<file path="src/rtl/wf68k30l_movem_sequencer.sv">
// MOVEM bus-transfer sequencer: walks the register mask, issues one bus cycle per
// selected register, and reports the final An value for the (An)+ / -(An) modes.
module wf68k30l_movem_sequencer #(
  parameter int unsigned ADR_W = 32
) (
  input  logic             CLK,
  input  logic             RESETn,
  input  logic             START,
  input  logic [15:0]      MASK,
  input  logic             MEM2REG,
  input  logic             PREDEC,
  input  logic             POSTINC,
  input  logic             SIZE_LONG,
  input  logic [2:0]       AN_SEL,
  input  logic [ADR_W-1:0] BASE_ADR,
  input  logic             BUS_ACK,
  input  logic             BUS_ERR,
  output logic             BUSY,
  output logic             BUS_REQ,
  output logic             BUS_WRn,
  output logic [ADR_W-1:0] BUS_ADR,
  output logic [3:0]       REG_PNTR,
  output logic             REG_WE,
  output logic             REG_SEXT,
  output logic             AN_UPDATE,
  output logic [ADR_W-1:0] AN_VALUE,
  output logic             DONE,
  output logic             ERR,
  output logic [4:0]       XFER_CNT
);

  typedef enum logic [1:0] {IDLE, XFER, FIN} state_t;

  state_t           state;
  logic [15:0]      rem_mask;
  logic             predec_q;
  logic             postinc_q;
  logic             long_q;
  logic             mem2reg_q;
  logic [2:0]       an_sel_q;
  logic             err_q;
  logic [ADR_W-1:0] an_final;

  logic             start_ok;
  logic [3:0]       first_idx;
  logic [3:0]       next_idx;
  logic [ADR_W-1:0] step_in;
  logic [ADR_W-1:0] step_q;
  logic [ADR_W-1:0] cnt_ext;
  logic [ADR_W-1:0] delta_in;

  // Index of the lowest set bit; 0 for an empty vector (never used in that case).
  function automatic logic [3:0] lsb_index(input logic [15:0] v);
    logic [3:0] r;
    r = 4'd0;
    for (int i = 15; i >= 0; i--) begin
      if (v[i]) r = 4'(i);
    end
    return r;
  endfunction

  function automatic logic [4:0] popcount16(input logic [15:0] v);
    logic [4:0] c;
    c = 5'd0;
    for (int i = 0; i < 16; i++) begin
      c = c + {4'd0, v[i]};
    end
    return c;
  endfunction

  // START coinciding with the DONE pulse is dropped even though the state is already IDLE.
  assign start_ok  = (state == IDLE) && START && !DONE;
  assign first_idx = lsb_index(MASK);
  assign next_idx  = lsb_index(rem_mask);
  assign step_in   = SIZE_LONG ? ADR_W'(4) : ADR_W'(2);
  assign step_q    = long_q ? ADR_W'(4) : ADR_W'(2);
  assign cnt_ext   = ADR_W'(popcount16(MASK));
  assign delta_in  = SIZE_LONG ? (cnt_ext << 2) : (cnt_ext << 1);

  // Write strobe follows the acknowledge directly; a postinc load of An itself is suppressed.
  assign REG_WE = (state == XFER) && BUS_ACK && !BUS_ERR && mem2reg_q &&
                  !(postinc_q && (REG_PNTR == {1'b1, an_sel_q}));

  always_ff @(posedge CLK or negedge RESETn) begin
    if (!RESETn) begin
      state     <= IDLE;
      rem_mask  <= 16'd0;
      predec_q  <= 1'b0;
      postinc_q <= 1'b0;
      long_q    <= 1'b0;
      mem2reg_q <= 1'b0;
      an_sel_q  <= 3'd0;
      err_q     <= 1'b0;
      an_final  <= '0;
      BUSY      <= 1'b0;
      BUS_REQ   <= 1'b0;
      BUS_WRn   <= 1'b0;
      BUS_ADR   <= '0;
      REG_PNTR  <= 4'd0;
      REG_SEXT  <= 1'b0;
      AN_UPDATE <= 1'b0;
      AN_VALUE  <= '0;
      DONE      <= 1'b0;
      ERR       <= 1'b0;
      XFER_CNT  <= 5'd0;
    end else begin
      DONE      <= 1'b0;
      ERR       <= 1'b0;
      AN_UPDATE <= 1'b0;
      case (state)
        IDLE: begin
          if (start_ok) begin
            predec_q  <= PREDEC;
            postinc_q <= POSTINC && !PREDEC;
            long_q    <= SIZE_LONG;
            mem2reg_q <= MEM2REG;
            an_sel_q  <= AN_SEL;
            err_q     <= 1'b0;
            an_final  <= PREDEC ? (BASE_ADR - delta_in) : (BASE_ADR + delta_in);
            BUSY      <= 1'b1;
            BUS_WRn   <= MEM2REG;
            REG_SEXT  <= MEM2REG && !SIZE_LONG;
            XFER_CNT  <= 5'd0;
            if (MASK != 16'd0) begin
              state    <= XFER;
              BUS_REQ  <= 1'b1;
              rem_mask <= MASK & (MASK - 16'd1);
              BUS_ADR  <= PREDEC ? (BASE_ADR - step_in) : BASE_ADR;
              REG_PNTR <= PREDEC ? ~first_idx : first_idx;
            end else begin
              state    <= FIN;
              rem_mask <= 16'd0;
            end
          end
        end
        XFER: begin
          if (BUS_ERR) begin
            err_q   <= 1'b1;
            BUS_REQ <= 1'b0;
            state   <= FIN;
          end else if (BUS_ACK) begin
            XFER_CNT <= XFER_CNT + 5'd1;
            if (rem_mask != 16'd0) begin
              rem_mask <= rem_mask & (rem_mask - 16'd1);
              REG_PNTR <= predec_q ? ~next_idx : next_idx;
              BUS_ADR  <= predec_q ? (BUS_ADR - step_q) : (BUS_ADR + step_q);
            end else begin
              BUS_REQ <= 1'b0;
              state   <= FIN;
            end
          end
        end
        FIN: begin
          DONE      <= 1'b1;
          ERR       <= err_q;
          AN_UPDATE <= (predec_q || postinc_q) && !err_q;
          AN_VALUE  <= an_final;
          BUSY      <= 1'b0;
          state     <= IDLE;
        end
        default: state <= IDLE;
      endcase
    end
  end

endmodule

</file>
<file path="config.mk">
export PLATFORM = sky130hd
export DESIGN_NAME = wf68k30l_movem_sequencer
export DESIGN_NICKNAME = d
export VERILOG_FILES = /design/src/rtl/wf68k30l_movem_sequencer.sv
export SDC_FILE = /design/constraint.sdc
export NUM_CORES = 1
export LEC_CHECK = 0
export BUFFER_PORTS_ARGS = -buffer_cell sky130_fd_sc_hd__buf_2
export CAP_MARGIN = 30
export CORE_UTILIZATION = 64
export CTS_CLUSTER_DIAMETER = 100
export DETAILED_ROUTE_END_ITERATION = 8
export PLACE_DENSITY = 0.88
export SKIP_CTS_REPAIR_TIMING = 1
export SLEW_MARGIN = 10
export SYNTH_ARGS = -nofsm -noshare
export SYNTH_HDL_FRONTEND = slang
export SYNTH_SLANG_ARGS = --single-unit
</file>
<file path="constraint.sdc">
create_clock -name CLK -period 5.7 [get_ports CLK]
set_clock_uncertainty 0.2 [all_clocks]
set_input_delay 1.14 -clock CLK [delete_from_list [all_inputs] [get_ports CLK]]
set_output_delay 1.14 -clock CLK [all_outputs]
set_load 0.03 [all_outputs]
</file>
# Yosys cells after proc, flatten, opt, wreduce, memory -nomap -nowiden
# Cells that the tools add are included.
[classes] n_eq_ne=11 n_reduce_logical=30 add_sub_neg=23 muxes=82 bitwise=4
[ops] op="two-way mux 32 bit" count=8
[ops] op="two-way mux 4 bit" count=39
[ops] op="two-way mux 16 bit" count=5
[ops] op="case mux 32 bit (2 select lines)" count=1
[ops] op="subtractor 32 x 3 -> 32 bit" count=2
[ops] op="adder 5 x 1 -> 5 bit" count=11
[ops] op="adder 32 x 3 -> 32 bit" count=1
[ops] op="adder 32 x 7 -> 32 bit" count=1
[ops] op="bitwise AND 16 bit" count=2
[ops] op="case mux 16 bit (2 select lines)" count=1
[ops] op="nonzero test 16 bit" count=2
[ops] op="subtractor 16 x 1 -> 16 bit, second input constant" count=2
[ops] op="subtractor 32 x 7 -> 32 bit" count=1
[ops] op="two-way mux 5 bit" count=3
[ops] op="two-way mux 1 bit" count=11
[ops] op="logical AND 1 bit" count=10
[ops] op="two-way mux 2 bit" count=5
[ops] op="case mux 5 bit (2 select lines)" count=1
[ops] op="AND reduction 5 bit" count=2
[ops] op="inequality test 2 bit, second input constant" count=4
[ops] op="NOT 4 bit" count=2
[ops] op="case mux 4 bit (2 select lines)" count=1
[ops] op="two-way mux 7 bit" count=1
[ops] op="logical NOT 1 bit" count=6
[ops] op="other kinds (20)" count=28
[word_totals] out_inout_bits=81 reg_bits=137 inputBits=60

# Longest topological paths before layout
# Gate-level depths: netlist (run 1).
[logic_depth] word_depth=22 mapped_depth=28

# Worst setup path after synthesis (run 1)
# Ideal clock, no wire load.
[synth_timing] path_type="input to register" from="input MASK[0]" to="register an_final[31]" t_arrival_ns=6.985 stages=28 path_buffers=0 t_required_ns=5.367 setup_ns=0.133 slack_ns=-1.618 cell_sequence="inv_1 > fa_1 > fa_1 > fa_1 > fa_1 > inv_1 > ha_1 > inv_1 > fa_1 > nor2_1 > a21oi_1 > ha_1 > nand3_1 > nor2_1 > a21oi_1 > nor2_1 > or4_1 > ha_1 > nand2_1 > nor2_1 > a211oi_1 > o21a_1 > nor4b_1 > nor3_1 > nor3_1 > a31oi_1 > xnor2_1 > o21ai_0"
[synth_via] elab_chain_cells=18
[synth_lines] item="start: declaration" line_no="9" source="input logic [15:0] MASK,"
[synth_lines] item="adder 1 x 1 -> 2 bit *" line_no="66" source="c = c + {4'd0, v[i]};"
[synth_lines] item="adder 2 x 1 -> 3 bit *" line_no="66"
[synth_lines] item="adder 3 x 1 -> 4 bit *" line_no="66"
[synth_lines] item="adder 4 x 1 -> 5 bit *" line_no="66"
[synth_lines] item="adder 5 x 1 -> 5 bit * (11 in a row)" line_no="66"
[synth_lines] item="two-way mux 7 bit *" line_no="78" source="assign delta_in = SIZE_LONG ? (cnt_ext << 2) : (cnt_ext << 1);"
[synth_lines] item="adder 32 x 7 -> 32 bit / subtractor 32 x 7 -> 32 bit (equally long branches)" line_no="119" source="an_final <= PREDEC ? (BASE_ADR - delta_in) : (BASE_ADR + delta_in);"
[synth_lines] item="two-way mux 32 bit *" line_no="119"
[synth_lines] item="end signal: assignment" line_no="119"
[synth_lines] item="end: declaration" line_no="42" source="logic [ADR_W-1:0] an_final;"
# Every way passes the cells marked *; elsewhere a longest branch is shown, timed or not.
# A chain may end at the register's enable or synchronous reset.

# Final worst setup path (run 1)
[layout_timing] from="input MASK[1]" to="register an_final[31]"
# Same word-level chain as after synthesis.

==> flow_metrics.py, run 1 <==
metrics = {
    "detailed_routing": {
        "wire_per_inst_um": 19.5,
        "dr.pass1.iters": 6,
        "ant_nets": 0,
        "drt_drc_violations_left": 0,
        "drtIter0Drc": 1467,
        "via_count": 11200,
        "routed_wirelength_um": 34100,
        "viasPerCell": 6.40,
    },
    "die": {
        "core_region_area_sq_mm": 0.0154,
        "die_area_sq_mm": 0.0165,
        "die_w_um": 128,
        "die-height_um": 128,
        "num_io_pins": 141,
        "rows": 45,
        "start_util": 0.664,
    },
    "logic_synthesis": {
        "yosys.area_share.simple": 0.220,
        "synthCells": 1264,
        "synthAdderAreaFrac": 0.112,
        "synth_top_family_by_area": "simple AND/OR/NAND/NOR gates",
        "synth-compound-area-share": 0.212,
        "ys.flop_type": "dfrtp_1",
        "synth_top_area_cell": "dfrtp_1",
        "ys_warn_count": 0,
        "yosys.area.top_type_share": 0.333,
        "ys_seq_elements": 136,
        "synth.area.top_cells": "dfrtp_1 33%, ha_1 9.1%, nand2_1 9.0%",
        "syn-num-nets": 1409,
        "ys_types": 64,
        "synth-edff-count": 0,
        "synthMuxAreaShare": 0.00711,
        "seq_area_frac_synth": 0.333,
        "synth.avg_cell_area_sq_um": 8.08,
        "synth_common_cells": "245 x nand2_1, 136 x dfrtp_1, 109 x o21ai_0",
        "syn_area_sq_mm": 0.0102,
        "yosysMostFrequentCell": "nand2_1",
        "synth-xor-area-share": 0.0789,
        "synthArstFlopShare": 1.00,
    },
    "setup_path": {
        "path_common_cell": "fa_1",
        "path_buf_inv": 4,
        "crit_arrival_ns": 7.35,
        "critPathLaunchType": "input port",
        "cp_slowest_cell": "fa_2",
        "worstSetupPathType": "input port to flip-flop",
        "critical-path-max-stage-delay_ns": 0.58,
        "cp-end-kind": "flip-flop",
        "r2r_setup_slack_ns": 1.93,
        "required_ns": 5.86,
        "worst-path-max-fanout": 3,
        "crit_family": "adder cells",
    },
    "power_and_ir_drop": {
        "peakVddDrop_mv": 0.382,
        "powerDensity_mw_per_mm2": 711,
        "p_leak_nw": 6.43,
        "total_power_mw": 9.37,
    },
    "placed_design": {
        "post_dp_cell_area_sq_mm": 0.0121,
        "place_ws_ns": -1.82,
        "portBuffers": 140,
        "place_congestion": 0.966,
        "dp_hpwl_um": 22000,
        "place_inst": 1701,
    },
    "clocking": {
        "cts_root_buf": "clkbuf_16",
        "clockBufferDepth": 2,
        "htreeDepth": 4,
        "cts_buffers": 17,
        "clk_pin_slew_worst_paths_ns": 0.06,
        "cts_tree": "done",
        "clkLatencyLatePin_ns": 0.45,
        "clock-sinks": 136,
    },
    "layout": {
        "area_delta_synth_final_pct": 29.2,
        "drive_gt1_frac": 0.267,
        "fin_util": 0.858,
        "fin_cells": 1750,
        "final_area_sq_mm": 0.0132,
        "regArea_sq_mm": 0.00340,
        "fill_cells": 837,
        "nets": 1670,
        "multi_input_area_sq_mm": 0.00682,
    },
    "sta": {
        "holdWs_ns": 0.270,
        "rsz0062_at_grt": "true",
        "layout_setup_ws_ns": -1.49,
        "tightest_slew_ns": 0.879,
        "setup_tns_ns": -29.99,
        "drv_slew": 0,
        "relSlewSlack": 0.414,
        "fmax_ghz": 0.139,
        "setup_viol_count_final": 28,
        "period_share": 1.26,
        "final_hold_viol_count": 0,
        "final.min_clock_period_ns": 7.19,
    },
    "flow_run": {
        "max_cap_violations": 0,
    },
    "global_routing": {
        "busiest_layer": "met2",
        "grt_pass1_vias": 10300,
        "use_met3": 0.0714,
        "overflow": 0,
        "grt_max_degree": 97,
        "grt_usage": 0.389,
        "grtUsageMet2": 0.639,
        "antenna_found_initial": 1,
        "grt_pass1_wl_um": 50100,
        "met1_usage": 0.492,
    },
    "outcome": {
        "violations": "negative setup slack",
        "outcome": "finished with violations",
    },
    "worst_hold_path": {
        "min_path_type": "flip-flop to flip-flop",
    },
}
## power by group
| part | internal [mW] | switching, mW | leakage [nW] |
|---|---|---|---|
| sequential | 1.41 | 0.363 | 1.70 |
| clock | 0.646 | 0.475 | 0.274 |
| combinational | 2.66 | 3.82 | 4.45 |
| total | 4.72 | 4.66 | 6.43 |
## cell families after synthesis
| logic type | Yosys count |
|---|---|
| and+or+nand+nor | 491 |
| DFF | 136 |
| AOI/OAI and AO/OA | 353 |
| buffers and inverters | 100 |
| xor gates and xnor gates | 92 |
| adders and majority gates | 85 |
| muxes | 7 |
## layout by cell type (no fill, tap or decap), types with 12 or more instances in the layout
master,n
nand2_1,242
buf_4,143
dfrtp_1,136
buf_2,133
o21ai_0,87
nor2_1,86
a21oi_1,86
ha_1,68
xnor2_1,53
inv_1,42
xor2_1,35
a21o_1,29
nor3_1,25
nand3_1,20
o21ai_1,19
o21a_1,17
clkbuf_16,17
nor2b_1,13
nor4_1,12
or3_1,12
o211ai_1,12
nand4_1,12
## cell type report
cell class	instances	share of cell area
antenna	1	0.000190
clock buffer	18	0.0325
clock inverter	14	0.0113
inverter	53	0.0158
multi-input combinational	1028	0.517
sequential	136	0.258
tap	211	0.0200
timing repair buffer	289	0.145
## worst register-to-register path, cell delays in order, from the launching register on
cell and delay [ns]:
dfrtp_1 0.44, buf_16 0.20, nor2b_1 0.15, ha_1 0.31
nor2b_1 0.17, o2111ai_1 0.28, a21oi_1 0.14, o2111ai_1 0.30
nand2_1 0.15, a41oi_1 0.46, o21ai_0 0.26, o22ai_1 0.25
xor2_1 0.09, a311oi_1 0.26
## path summary, 6_finish.rpt
check / endpoint / startpoint / depth (start not counted)
worst max-delay path: an_final[31] / MASK[1] / 28
worst min-delay path: AN_UPDATE / err_q / 1
worst max register to register: BUS_ADR[28] / predec_q / 13
worst min register to register: AN_UPDATE / err_q / 1
max in group asynchronous: AN_VALUE[19] / RESETn / 2
min in group asynchronous: rem_mask[13] / RESETn / 1
## per-layer routing
layer	vias up	part of all wire
met4	0	0.046
met5	-	0
met2	804	0.48
met1	5255	0.38
li1	4979	-
met3	161	0.096
## state kept, by name, indices dropped and copies added, names as in the netlist, 2 cells and up
register,count
BUS_ADR,32
AN_VALUE,32
state,2
XFER_CNT,5
REG_PNTR,4
rem_mask,15
an_sel_q,3
an_final,32
(Power assumes the default switching activity.)
==> inputs of run 2 (changes only) <==
- ABC_AREA: unset -> 1
- PLACE_DENSITY: 0.88 -> 0.87
==> flow_metrics.py, run 2 <==
metrics = {
    "placed_design": {
        "post_dp_cell_area_sq_mm": 0.0130,
        "place_inst": 2031,
        "portBuffers": 140,
        "dp_hpwl_um": 26100,
        "place_ws_ns": -1.29,
        "place_congestion": 0.964,
    },
    "logic_synthesis": {
        "ys_types": 56,
        "ys_seq_elements": 136,
        "ys_warn_count": 0,
        "synth.avg_cell_area_sq_um": 6.93,
        "yosysMostFrequentCell": "nand2_1",
        "yosys.area.top_type_share": 0.313,
        "synth.area.top_cells": "dfrtp_1 31%, nand2_1 14%, ha_1 8.5%",
        "syn_area_sq_mm": 0.0109,
        "synth-edff-count": 0,
        "ys.flop_type": "dfrtp_1",
        "syn-num-nets": 1714,
        "synth_top_area_cell": "dfrtp_1",
        "seq_area_frac_synth": 0.313,
        "synth_common_cells": "392 x nand2_1, 199 x inv_1, 173 x nor2_1",
        "synthArstFlopShare": 1.00,
        "synthCells": 1569,
    },
    "setup_path": {
        "cp_slowest_cell": "fa_1",
        "worstReg2RegStart": "state[0]",
        "required_ns": 5.87,
        "cp-end-kind": "flip-flop",
        "crit_arrival_ns": 6.79,
        "path_buf_inv": 8,
        "r2r_setup_slack_ns": 2.04,
        "crit_family": "adder cells",
        "critical-path-max-stage-delay_ns": 0.58,
        "r2r_cells": 13,
        "path_common_cell": "inv_1",
        "worst-path-max-fanout": 4,
        "r2r-end": "BUS_ADR[5]",
        "worstSetupPathType": "input port to flip-flop",
        "critPathLaunchType": "input port",
    },
    "power_and_ir_drop": {
        "powerDensity_mw_per_mm2": 701,
        "peakVddDrop_mv": 0.439,
        "p_leak_nw": 7.18,
    },
    "layout": {
        "drive_gt1_frac": 0.276,
        "area_delta_synth_final_pct": 33.8,
        "fin_util": 0.877,
        "final_cell_mix": "375 x nand2_1, 176 x inv_1, 164 x nor2_1, 143 x buf_4, 136 x dfrtp_1",
        "mostFrequentLayoutCell": "nand2_1",
        "reg_top3": "AN_VALUE: 32 flops, BUS_ADR: 32 flops, an_final: 32 flops",
        "fin_cells": 2084,
        "fill_cells": 931,
        "nets": 1991,
        "final_area_sq_mm": 0.0145,
    },
    "outcome": {
        "violations": "negative setup slack",
        "outcome": "finished with violations",
    },
    "global_routing": {
        "overflow": 0,
        "grt_max_degree": 102,
        "grt_usage": 0.418,
        "grt_pass1_wl_um": 57400,
        "grt_pass1_vias": 11800,
        "antenna_found_initial": 5,
    },
    "detailed_routing": {
        "routed_wirelength_um": 41400,
        "drtIter0Drc": 1483,
        "dr.pass1.iters": 8,
        "via_count": 13000,
        "viasPerCell": 6.25,
        "wire_per_inst_um": 19.9,
        "ant_nets": 0,
        "drt_drc_violations_left": 0,
    },
    "clocking": {
        "cts_tree": "done",
        "clockBufferDepth": 2,
        "cts_buffers": 17,
        "htreeDepth": 4,
        "clkLatencyLatePin_ns": 0.44,
        "clock-sinks": 136,
        "clk_pin_slew_worst_paths_ns": 0.08,
        "cts_root_buf": "clkbuf_16",
    },
    "die": {
        "die_w_um": 132,
        "start_util": 0.655,
        "core_region_area_sq_mm": 0.0166,
        "die_area_sq_mm": 0.0175,
        "num_io_pins": 141,
        "die-height_um": 132,
        "rows": 47,
    },
    "sta": {
        "final.min_clock_period_ns": 6.62,
        "tightest_slew_ns": 0.779,
        "rsz0062_at_grt": "true",
        "setup_viol_count_final": 28,
        "drv_slew": 0,
        "final_hold_viol_count": 0,
        "setup_tns_ns": -19.11,
        "period_share": 1.16,
        "layout_setup_ws_ns": -0.922,
        "relSlewSlack": 0.480,
        "fmax_ghz": 0.151,
    },
    "worst_hold_path": {
        "hold_depth": 2,
        "worstHoldEndpoint": "AN_VALUE[23]",
        "min_path_type": "flip-flop to flip-flop",
        "worstHoldStart": "AN_VALUE[23]",
    },
    "flow_run": {
        "max_cap_violations": 0,
    },
}
run 2: layout make-up:
type                    instances  area (sq um)  share of cell area
clock inverters                15           199              0.0137
flip-flops and latches        136          3400               0.234
inverters                     205           779              0.0536
well taps                     220           275              0.0189
multi-input cells            1190          7460               0.513
clock buffers                  17           425              0.0293
diodes                          5          12.5            0.000861
repair buffers                296          1990               0.137
run 2: worst register-to-register path: stages (launching register included):
cell and delay [ns]:
dfrtp_1 0.47, inv_2 0.11, nor2_2 0.04, inv_1 0.05
buf_4 0.46, nor2_1 0.17, nor3_4 0.27, nand2_2 0.26
nor2_4 0.15, buf_4 0.43, inv_2 0.41, a21oi_1 0.37
o21ai_1 0.11, nand2_1 0.08
run 2: worst max-delay path by stage:
stage	start	endpoint	slack, ns	depth (start not counted)
6_report	MASK[0]	an_final[16]	-0.92	31
5_1_grt	MASK[0]	an_final[16]	-1.09	31
4_1_cts	MASK[15]	an_final[23]	-0.84	29
3_5_place_dp	MASK[15]	an_final[25]	-1.29	29
3_3_place_gp	MASK[15]	an_final[23]	-1.19	26
2_1_floorplan	MASK[15]	an_final[24]	-0.66	26
run 2: kinds of logic after synthesis:
kind of cell | Yosys count | synth area share
simple gates | 709 | 0.274
xor+xnor | 49 | 0.0395
buf+inv | 243 | 0.0873
mux | 1 | 0.00104
compound gates | 346 | 0.179
fa+ha+maj | 85 | 0.105
flops | 136 | 0.313
run 2: per-layer routing:
metal	part of all wire	GRT usage	vias up
met3	0.11	0.0715	279
met2	0.46	0.669	1003
met1	0.36	0.541	6027
li1	-	-	5716
met4	0.070	0.225	0
met5	0	0	-
run 2: stage by stage:
stage               hold WS [ns]  power [mW]
floorplan                  0.228        5.87
global placement           0.250        7.64
detailed placement         0.257        7.85
CTS                        0.278        9.10
global route               0.292        10.8
finish                     0.279        10.2
run 2: power by group:
group | total [mW] | internal, mW | leakage [nW] | switching (mW)
Combinational | 7.25 | 2.74 | 5.22 | 4.51
Sequential | 1.78 | 1.42 | 1.67 | 0.364
Clock | 1.16 | 0.598 | 0.300 | 0.562
Total | 10.2 | 4.76 | 7.18 | 5.43
